File: src/rtl/rd_scene_sequencer_pkg.sv
// Shared FSM encoding, clog2 helper and default frame geometry for the scene read sequencer.
// Pure declarations; no logic, no latency, no flow control.
package rd_scene_sequencer_pkg;

  typedef enum logic [1:0] {
    ST_IDLE     = 2'd0,
    ST_FLUSH    = 2'd1,
    ST_WAIT_SOF = 2'd2,
    ST_STREAM   = 2'd3
  } seq_state_e;

  localparam int DEF_FRAME_WORDS = 786432;  // 1024x768 words per image
  localparam int DEF_SOF_H       = 100;
  localparam int DEF_SOF_V       = 10;

  function automatic int clog2(input int v);
    int r;
    r = 0;
    for (int i = 0; i < 31; i++) begin
      if ((1 << i) < v) r = i + 1;
    end
    return r;
  endfunction

endpackage

File: src/rtl/rd_scene_sequencer_strobe.sv
// Registered one-cycle pulse when (hcnt, vcnt) hits a fixed raster position.
// Latency: pulse appears the cycle after the match; no backpressure.
module rd_frame_strobe
  import rd_scene_sequencer_pkg::*;
#(
  parameter int CNT_W = 12,
  parameter int SOF_H = DEF_SOF_H,
  parameter int SOF_V = DEF_SOF_V
) (
  input  logic             clk_i,
  input  logic             rst_ni,
  input  logic [CNT_W-1:0] hcnt_i,
  input  logic [CNT_W-1:0] vcnt_i,
  output logic             strobe_o
);

  logic strobe_q;
  logic strobe_d;

  assign strobe_d = (hcnt_i == CNT_W'(SOF_H)) && (vcnt_i == CNT_W'(SOF_V));

  always_ff @(posedge clk_i or negedge rst_ni) begin
    if (!rst_ni) strobe_q <= 1'b0;
    else         strobe_q <= strobe_d;
  end

  assign strobe_o = strobe_q;

endmodule

File: src/rtl/rd_scene_sequencer.sv
// Selects an SDRAM image slot, flushes the read FIFO on a change and re-arms at frame start.
// Latency: state/addresses registered, sdram_rden gates pix_req combinationally; no backpressure.
module rd_scene_sequencer
  import rd_scene_sequencer_pkg::*;
#(
  parameter int NUM_SCENES  = 4,
  parameter int SCN_W       = 2,
  parameter int ADDR_W      = 23,
  parameter int CNT_W       = 12,
  parameter int FRAME_WORDS = DEF_FRAME_WORDS,
  parameter int SOF_H       = DEF_SOF_H,
  parameter int SOF_V       = DEF_SOF_V,
  parameter int FLUSH_CYC   = 4
) (
  input  logic              hdmi_clk,
  input  logic              sys_rst_n,
  input  logic [CNT_W-1:0]  hcnt,
  input  logic [CNT_W-1:0]  vcnt,
  input  logic [SCN_W-1:0]  scene_idx,
  input  logic              scene_valid,
  input  logic              pix_req,
  output logic              sdram_rst_n,
  output logic              sdram_rden,
  output logic [ADDR_W-1:0] sdram_rd_b_addr,
  output logic [ADDR_W-1:0] sdram_rd_e_addr,
  output logic [SCN_W-1:0]  active_scene,
  output logic              switch_busy
);

  localparam int CW = (clog2(FLUSH_CYC + 1) < 1) ? 1 : clog2(FLUSH_CYC + 1);
  localparam logic [ADDR_W:0] FW = (ADDR_W + 1)'(FRAME_WORDS);
  localparam longint SPAN = longint'(NUM_SCENES) * longint'(FRAME_WORDS);

  if (SPAN >= (longint'(1) << ADDR_W)) begin : g_bad_geom
    $error("rd_scene_sequencer: NUM_SCENES*FRAME_WORDS does not fit in ADDR_W");
  end
  if (clog2(NUM_SCENES) > SCN_W) begin : g_bad_scn_w
    $error("rd_scene_sequencer: SCN_W too narrow for NUM_SCENES");
  end

  seq_state_e        state_q;
  logic [CW-1:0]     flush_cnt_q;
  logic [SCN_W-1:0]  active_q;
  logic [ADDR_W-1:0] b_addr_q;
  logic [ADDR_W-1:0] e_addr_q;
  logic [ADDR_W:0]   b_addr_d;
  logic [ADDR_W:0]   e_addr_d;
  logic              sof;
  logic              req_ok;
  logic              idx_chg;
  logic              addr_ovf;

  rd_frame_strobe #(
    .CNT_W (CNT_W),
    .SOF_H (SOF_H),
    .SOF_V (SOF_V)
  ) u_sof (
    .clk_i    (hdmi_clk),
    .rst_ni   (sys_rst_n),
    .hcnt_i   (hcnt),
    .vcnt_i   (vcnt),
    .strobe_o (sof)
  );

  assign req_ok   = scene_valid && ({1'b0, scene_idx} < (SCN_W + 1)'(NUM_SCENES));
  assign idx_chg  = (scene_idx != active_q);
  assign b_addr_d = (ADDR_W + 1)'(active_q) * FW;
  assign e_addr_d = b_addr_d + FW;
  assign addr_ovf = b_addr_d[ADDR_W] | e_addr_d[ADDR_W];

  // Priority inside each state: !req_ok, then index change, then sof / flush completion.
  always_ff @(posedge hdmi_clk or negedge sys_rst_n) begin
    if (!sys_rst_n) begin
      state_q     <= ST_IDLE;
      flush_cnt_q <= '0;
      active_q    <= '0;
      b_addr_q    <= '0;
      e_addr_q    <= '0;
    end else begin
      if (state_q != ST_IDLE) begin
        b_addr_q <= b_addr_d[ADDR_W-1:0];
        e_addr_q <= e_addr_d[ADDR_W-1:0];
      end
      case (state_q)
        ST_IDLE: begin
          if (req_ok) begin
            state_q     <= ST_FLUSH;
            active_q    <= scene_idx;
            flush_cnt_q <= '0;
          end
        end
        ST_FLUSH: begin
          if (!req_ok) begin
            state_q <= ST_IDLE;
          end else if (idx_chg) begin
            active_q    <= scene_idx;
            flush_cnt_q <= '0;
          end else if (flush_cnt_q == CW'(FLUSH_CYC - 1)) begin
            state_q <= ST_WAIT_SOF;
          end else begin
            flush_cnt_q <= flush_cnt_q + 1'b1;
          end
        end
        ST_WAIT_SOF, ST_STREAM: begin
          if (!req_ok) begin
            state_q <= ST_IDLE;
          end else if (idx_chg) begin
            state_q     <= ST_FLUSH;
            active_q    <= scene_idx;
            flush_cnt_q <= '0;
          end else if (sof) begin
            state_q <= ST_STREAM;
          end
        end
        default: state_q <= ST_IDLE;
      endcase
    end
  end

  assert property (@(posedge hdmi_clk) disable iff (!sys_rst_n) !addr_ovf);

  assign sdram_rst_n     = (state_q != ST_FLUSH);
  assign sdram_rden      = (state_q == ST_STREAM) && pix_req;
  assign switch_busy     = (state_q == ST_FLUSH) || (state_q == ST_WAIT_SOF);
  assign active_scene    = active_q;
  assign sdram_rd_b_addr = b_addr_q;
  assign sdram_rd_e_addr = e_addr_q;

endmodule

File: config.mk
export PLATFORM = sky130hd
export DESIGN_NAME = rd_scene_sequencer
export DESIGN_NICKNAME = d
export VERILOG_FILES = /design/src/rtl/rd_scene_sequencer_pkg.sv /design/src/rtl/rd_scene_sequencer_strobe.sv /design/src/rtl/rd_scene_sequencer.sv
export SDC_FILE = /design/constraint.sdc
export NUM_CORES = 1
export LEC_CHECK = 0
export CELL_PAD_IN_SITES_DETAIL_PLACEMENT = 1
export CELL_PAD_IN_SITES_GLOBAL_PLACEMENT = 1
export CORE_ASPECT_RATIO = 0.9
export CORE_MARGIN = 3
export CORE_UTILIZATION = 26
export DETAILED_ROUTE_END_ITERATION = 16
export PLACE_DENSITY = 0.85
export RECOVER_POWER = 25
export SLEW_MARGIN = 20
export SYNTH_ARGS = -nofsm -noshare
export SYNTH_HDL_FRONTEND = slang
export SYNTH_SLANG_ARGS = --single-unit
File: constraint.sdc
create_clock -name hdmi_clk -period 1.9 [get_ports hdmi_clk]
set_input_delay 0.285 -clock hdmi_clk [delete_from_list [all_inputs] [get_ports hdmi_clk]]
set_output_delay 0.285 -clock hdmi_clk [all_outputs]
set_load 0.02 [all_outputs]
After elaboration in Yosys (flattened, before gate mapping)
Cells that the tools add are included.
Widths: inputs -> output; s select.
{"block": "totals", "regBits": 35, "input_bits": 30, "output_inout_bits": 51, "word_cells": 56}
{"block": "op_classes", "add_sub_neg": 2, "mul": 1, "eq_ne": 18, "mux": 19, "reduce_logical": 10}
{"operator": "$add 22x20->23 const B", "count": 1}
{"operator": "$mux 2", "count": 10}
{"operator": "$mux 3", "count": 6}
{"operator": "$eq 12x4->1 const B", "count": 1}
{"operator": "$eq 12x7->1 const B", "count": 1}
{"operator": "$ne 3x3->1 const B", "count": 3}
{"operator": "$pmux 3 s3", "count": 1}
{"operator": "$ne 2x2->1 const B", "count": 4}
{"operator": "$ne 2x1->1 const B", "count": 3}
{"operator": "$pmux 2 s3", "count": 1}
{"operator": "$reduce_and 5->1", "count": 1}
{"operator": "$eq 2x2->1 const B", "count": 2}
{"operator": "$mul 2x2->4 const B", "count": 1}
{"operator": "$ne 4x3->1 const B", "count": 1}
{"operator": "$pmux 2 s2", "count": 1}
{"operator": "$reduce_and 4->1", "count": 1}
{"operator": "$add 3x1->3 const B", "count": 1}
{"operator": "$eq 3x2->1 const B", "count": 1}
{"operator": "$reduce_and 3->1", "count": 1}
{"operator": "$reduce_or 3->1", "count": 1}
{"operator": "$eq 2x1->1 const B", "count": 1}
{"operator": "$logic_and 1x1->1", "count": 2}
{"operator": "$logic_not 2->1", "count": 1}
{"operator": "$ne 2x2->1", "count": 1}
{"operator": "3 further kinds", "count": 3}

Depth between registers and ports, before layout
{"block": "logic_depth", "word_depth": 5, "ltp_mapped": 6, "depth_no_buf": 6}

Modules after synthesis
Synthesis repeated with hierarchy kept, for this count alone.
{"block": "hier_totals", "hier_cells": 133, "hier_area_um2": 1308.8}
{"mod": "rd_scene_sequencer", "n_inst": 1, "cells_per_inst": 123, "area_each_um2": 1202.4}
{"mod": "rd_frame_strobe", "n_inst": 1, "cells_per_inst": 10, "area_each_um2": 106.4}

Worst setup path before layout
No wires, ideal clock.
{"block": "synth_timing", "kind": "register to register", "start": "register state_q[1]", "end": "register flush_cnt_q[1]", "setup_ns": 0.125, "t_arrival_ns": 1.519, "t_required_ns": 1.775, "path_slack_ns": 0.256, "path_stages_with_launch": 7, "n_path_buf": 0, "period_less_slack_ns": 1.644, "path_cell_list": "dfrtp_1 > inv_1 > ha_1 > a21boi_0 > o21ai_1 > a21boi_2 > mux2_4"}
{"block": "synth_between", "elab_chain_len": 4}
{"element": "from (decl)", "line_no": "rd_scene_sequencer.sv:41", "rtl": "seq_state_e state_q;"}
{"element": "from (signal assigned)", "line_no": "rd_scene_sequencer.sv:74", "rtl": "state_q <= ST_IDLE;"}
{"element": "from (signal assigned)", "line_no": "rd_scene_sequencer.sv:87", "rtl": "state_q <= ST_FLUSH;"}
{"element": "from (signal assigned)", "line_no": "rd_scene_sequencer.sv:94", "rtl": "state_q <= ST_IDLE;"}
{"element": "$eq 2x2->1", "line_no": "rd_scene_sequencer.sv:84", "rtl": "case (state_q)"}
{"element": "$reduce_or 2->1", "line_no": "rd_scene_sequencer.sv:84"}
{"element": "$ne 2x2->1 (no line)"}
{"element": "$reduce_and 5->1 (no line)"}
{"element": "to (signal assigned)", "line_no": "rd_scene_sequencer.sv:101", "rtl": "flush_cnt_q <= flush_cnt_q + 1'b1;"}
{"element": "to (decl)", "line_no": "rd_scene_sequencer.sv:42", "rtl": "logic [CW-1:0] flush_cnt_q;"}
Several ways; a longest one is shown, not always the timed one.
A chain may end at the register's enable or synchronous reset.

Worst setup path in the final report
{"block": "layout_timing", "start": "register state_q[0]", "end": "register flush_cnt_q[1]"}
Same word-level chain as after synthesis.

==> flow_summary.yaml <==
global_route:
  grt_pass1_vias: 1004
  grt_pass1_wl_um: 4550
  grtUsageTotal: 0.0997
  grt_overflow_total: 0
  grt_max_degree: 18
  antenna_found_initial: 0
power_and_ir_drop:
  clkPwrFrac: 0.134
  leakage_uw: 0.000813
  p_per_area_nw_per_um2: 1210
  swShare: 0.437
  switchingPower_uw: 928
  power_frac_seq: 0.281
  ir_drop_uv: 584
  intPower_uw: 1200
  pwr-share-comb: 0.585
clock_network:
  clk_pin_slew_ns: 0.07
  cts_made_buffers: 3
  clock-sinks: 17
  root_buffer: "clkbuf_8"
  cts_tree: "built"
  cts_buffer_depth: 2
  ctsHoldBuffers: 0
  cts.htree.levels: 1
  clkLatencyLatePin_ns: 0.26
critical_path:
  startpoint_type: "flop"
  endpoint: "flush_cnt_q[1]"
  critPathArrivalTime_ns: 1.91
  cp_max_fo: 6
  critPathCaptureType: "flop"
  r2r_start: "state_q[0]"
  rr_endpoint: "flush_cnt_q[1]"
  rr_worst_depth: 6
  cp_data_required_time_ns: 2.04
  crit_start: "state_q[0]"
  criticalPathCategory: "reg2reg"
  r2r_slack_ns: 0.14
timing:
  final_max_slew_viol_count: 0
  max_slew_margin: 0.376
  timing.hold.ws_ns: 0.486
  rsz0062_at_grt: "false"
  max_freq_mhz: 567
  min_period_ns: 1.76
  skew_ns: 0.00803
  fin_setup_tns_ns: 0
  finalSetupViolCount: 0
  tightest_slew_ns: 0.935
  fin_crit_sh: 0.928
  hold_violations: 0
final_layout:
  syn2layout_area_growth_pct: 33.1
  final_cell_mix: "clkdlybuf4s50_1, conb_1, dfrtp_1"
  fin_util: 0.375
  n_antenna_cell: 0
  layout-drive-gt1-share: 0.109
  final_common_cell: "clkdlybuf4s50_1"
  layout.nets: 225
run:
  max_cap_viol_count: 0
routing:
  drc: 0
  antenna_left: 0
  drt_wl_total_um: 3020
  drt_iter0_drc: 40
  wire_per_inst_um: 12.3
  via_count: 1003
  vias_per_cell: 4.09
  drt_first_pass_iters: 4
placement:
  dp_hpwl_um: 2480
  numPortBuffers: 43
  gp_routability_congestion: 0.770
floorplan:
  ios: 81
  start_util: 0.282
  core-area_um2: 4660
  die_w_um: 80.9
  dieArea_um2: 5940
  num_rows: 23
  dieHeight_um: 73.4
yosys:
  netlist_instances: 136
  yosysSeqAreaShare: 0.324
  synth_warnings: 0
  syn_area_per_cell_um2: 9.66
  yosysUniqueCellTypes: 35
  synthesis.area_um2: 1310
  yosys.area.top_type_share: 0.324
  ys_top_cells_by_area: "dfrtp_1, buf_4, ha_1"
  synth_edf_count: 0
  synth_top_cell_by_area: "dfrtp_1"
  async_flop_share: 1.00
  ys_ff_latch: 17
  synth-main-ff-cell: "dfrtp_1"
min_path:
  hold_class: "reg2reg"
outcome:
  status: "complete, no violations"
[how the worst min path moves through the flow]
stage / from / end / slack [ns] / cells after the start
finish: flush_cnt_q[2] / flush_cnt_q[2] / 0.49 / 1
CTS: sys_rst_n / sdram_rd_b_addr[18] / 0.36 / 2
floorplan: sys_rst_n / active_scene[0] / -0.01 / 0
detailed placement: flush_cnt_q[2] / flush_cnt_q[2] / 0.47 / 1
global route: flush_cnt_q[2] / flush_cnt_q[2] / 0.52 / 1
global placement: sdram_rd_e_addr[20] / sdram_rd_e_addr[20] / 0.47 / 2
[critical path, stage by stage, from the launching register on]
cell      delay [ns]
dfrtp_1         0.42
inv_1           0.12
ha_1            0.27
nor2_1          0.09
o21ai_2         0.20
a21boi_4        0.24
mux2_4          0.31
[final cells by class]
class | count | area [µm²]
well taps | 62 | 77.6
clock buffers | 3 | 41.3
fillers | 554 | 2910
multi-input cells | 106 | 709
flip-flops and latches | 17 | 425
clock inverters | 1 | 5.00
repair buffers | 47 | 457
inverters | 9 | 33.8
[metal layers]
| layer | vias to the layer above | GRT usage | wire, µm |
|---|---|---|---|
| met2 | 47 | 0.180 | 1570 |
| met1 | 474 | 0.111 | 1180 |
| li1 | 477 | - | - |
| met4 | 0 | 0.0563 | 63 |
| met5 | - | 0 | 0 |
| met3 | 5 | 0.0147 | 209 |
[logic make-up (layout without fill, tap and decap cells)]
kind of cell / count (synthesis) / after routing / share of synthesized area
other: 1 / 37 / 0.00285
DFF: 17 / 17 / 0.324
buffers and inverters: 49 / 60 / 0.250
and+or+nand+nor: 26 / 26 / 0.113
adders and majority gates: 11 / 11 / 0.105
AOI/OAI and AO/OA: 20 / 20 / 0.105
xor gates and xnor gates: 5 / 5 / 0.0391
muxes: 7 / 7 / 0.0619
[sequential cells by signal, summed over array words and instances (netlist names)]
| signal | count |
|---|---|
| active_scene | 2 |
| flush_cnt_q | 3 |
| sdram_rd_b_addr | 4 |
| sdram_rd_e_addr | 5 |
| state_q | 2 |
| u_sof.strobe_o | 1 |
[repair_timing]
action | CTS | global route
pin swaps | 0 | 0
resized for setup | 3 | 3
endpoints found under the setup margin | 3 | 2
setup buffers | 0 | 0
[synthesized netlist by cell type, types with 2 or more instances]
library cell / instances
nor4b_1: 3
ha_1: 11
inv_1: 9
a21o_2: 2
o21ai_0: 7
nor4_1: 4
o21ai_1: 2
buf_4: 38
and2_1: 2
xor2_1: 3
nor3_1: 3
nor2_1: 4
nand2_1: 6
dfrtp_1: 17
mux2_2: 5
[power groups by stage]
stage	Combinational [µW]	Sequential (µW)	Clock (µW)
after floorplan	712	700	0
after global placement	1190	599	0
after detailed placement	1240	609	0
after CTS	1240	602	289
after global routing	1360	621	310
final	1240	597	284
[metrics by stage]
step           cell area (µm²)  setup WS (ns)  power (µW)  instances
2_1_floorplan             1450          0.256        1410        172
3_3_place_gp              1690         0.0396        1790        241
3_5_place_dp              1690        0.00689        1850        241
4_1_cts                   1740         0.0365        2130        245
5_1_grt                   1750        0.00639        2290        245
6_report                  1750          0.136        2120        245
Note: power is estimated with default switching activity, not from simulation.
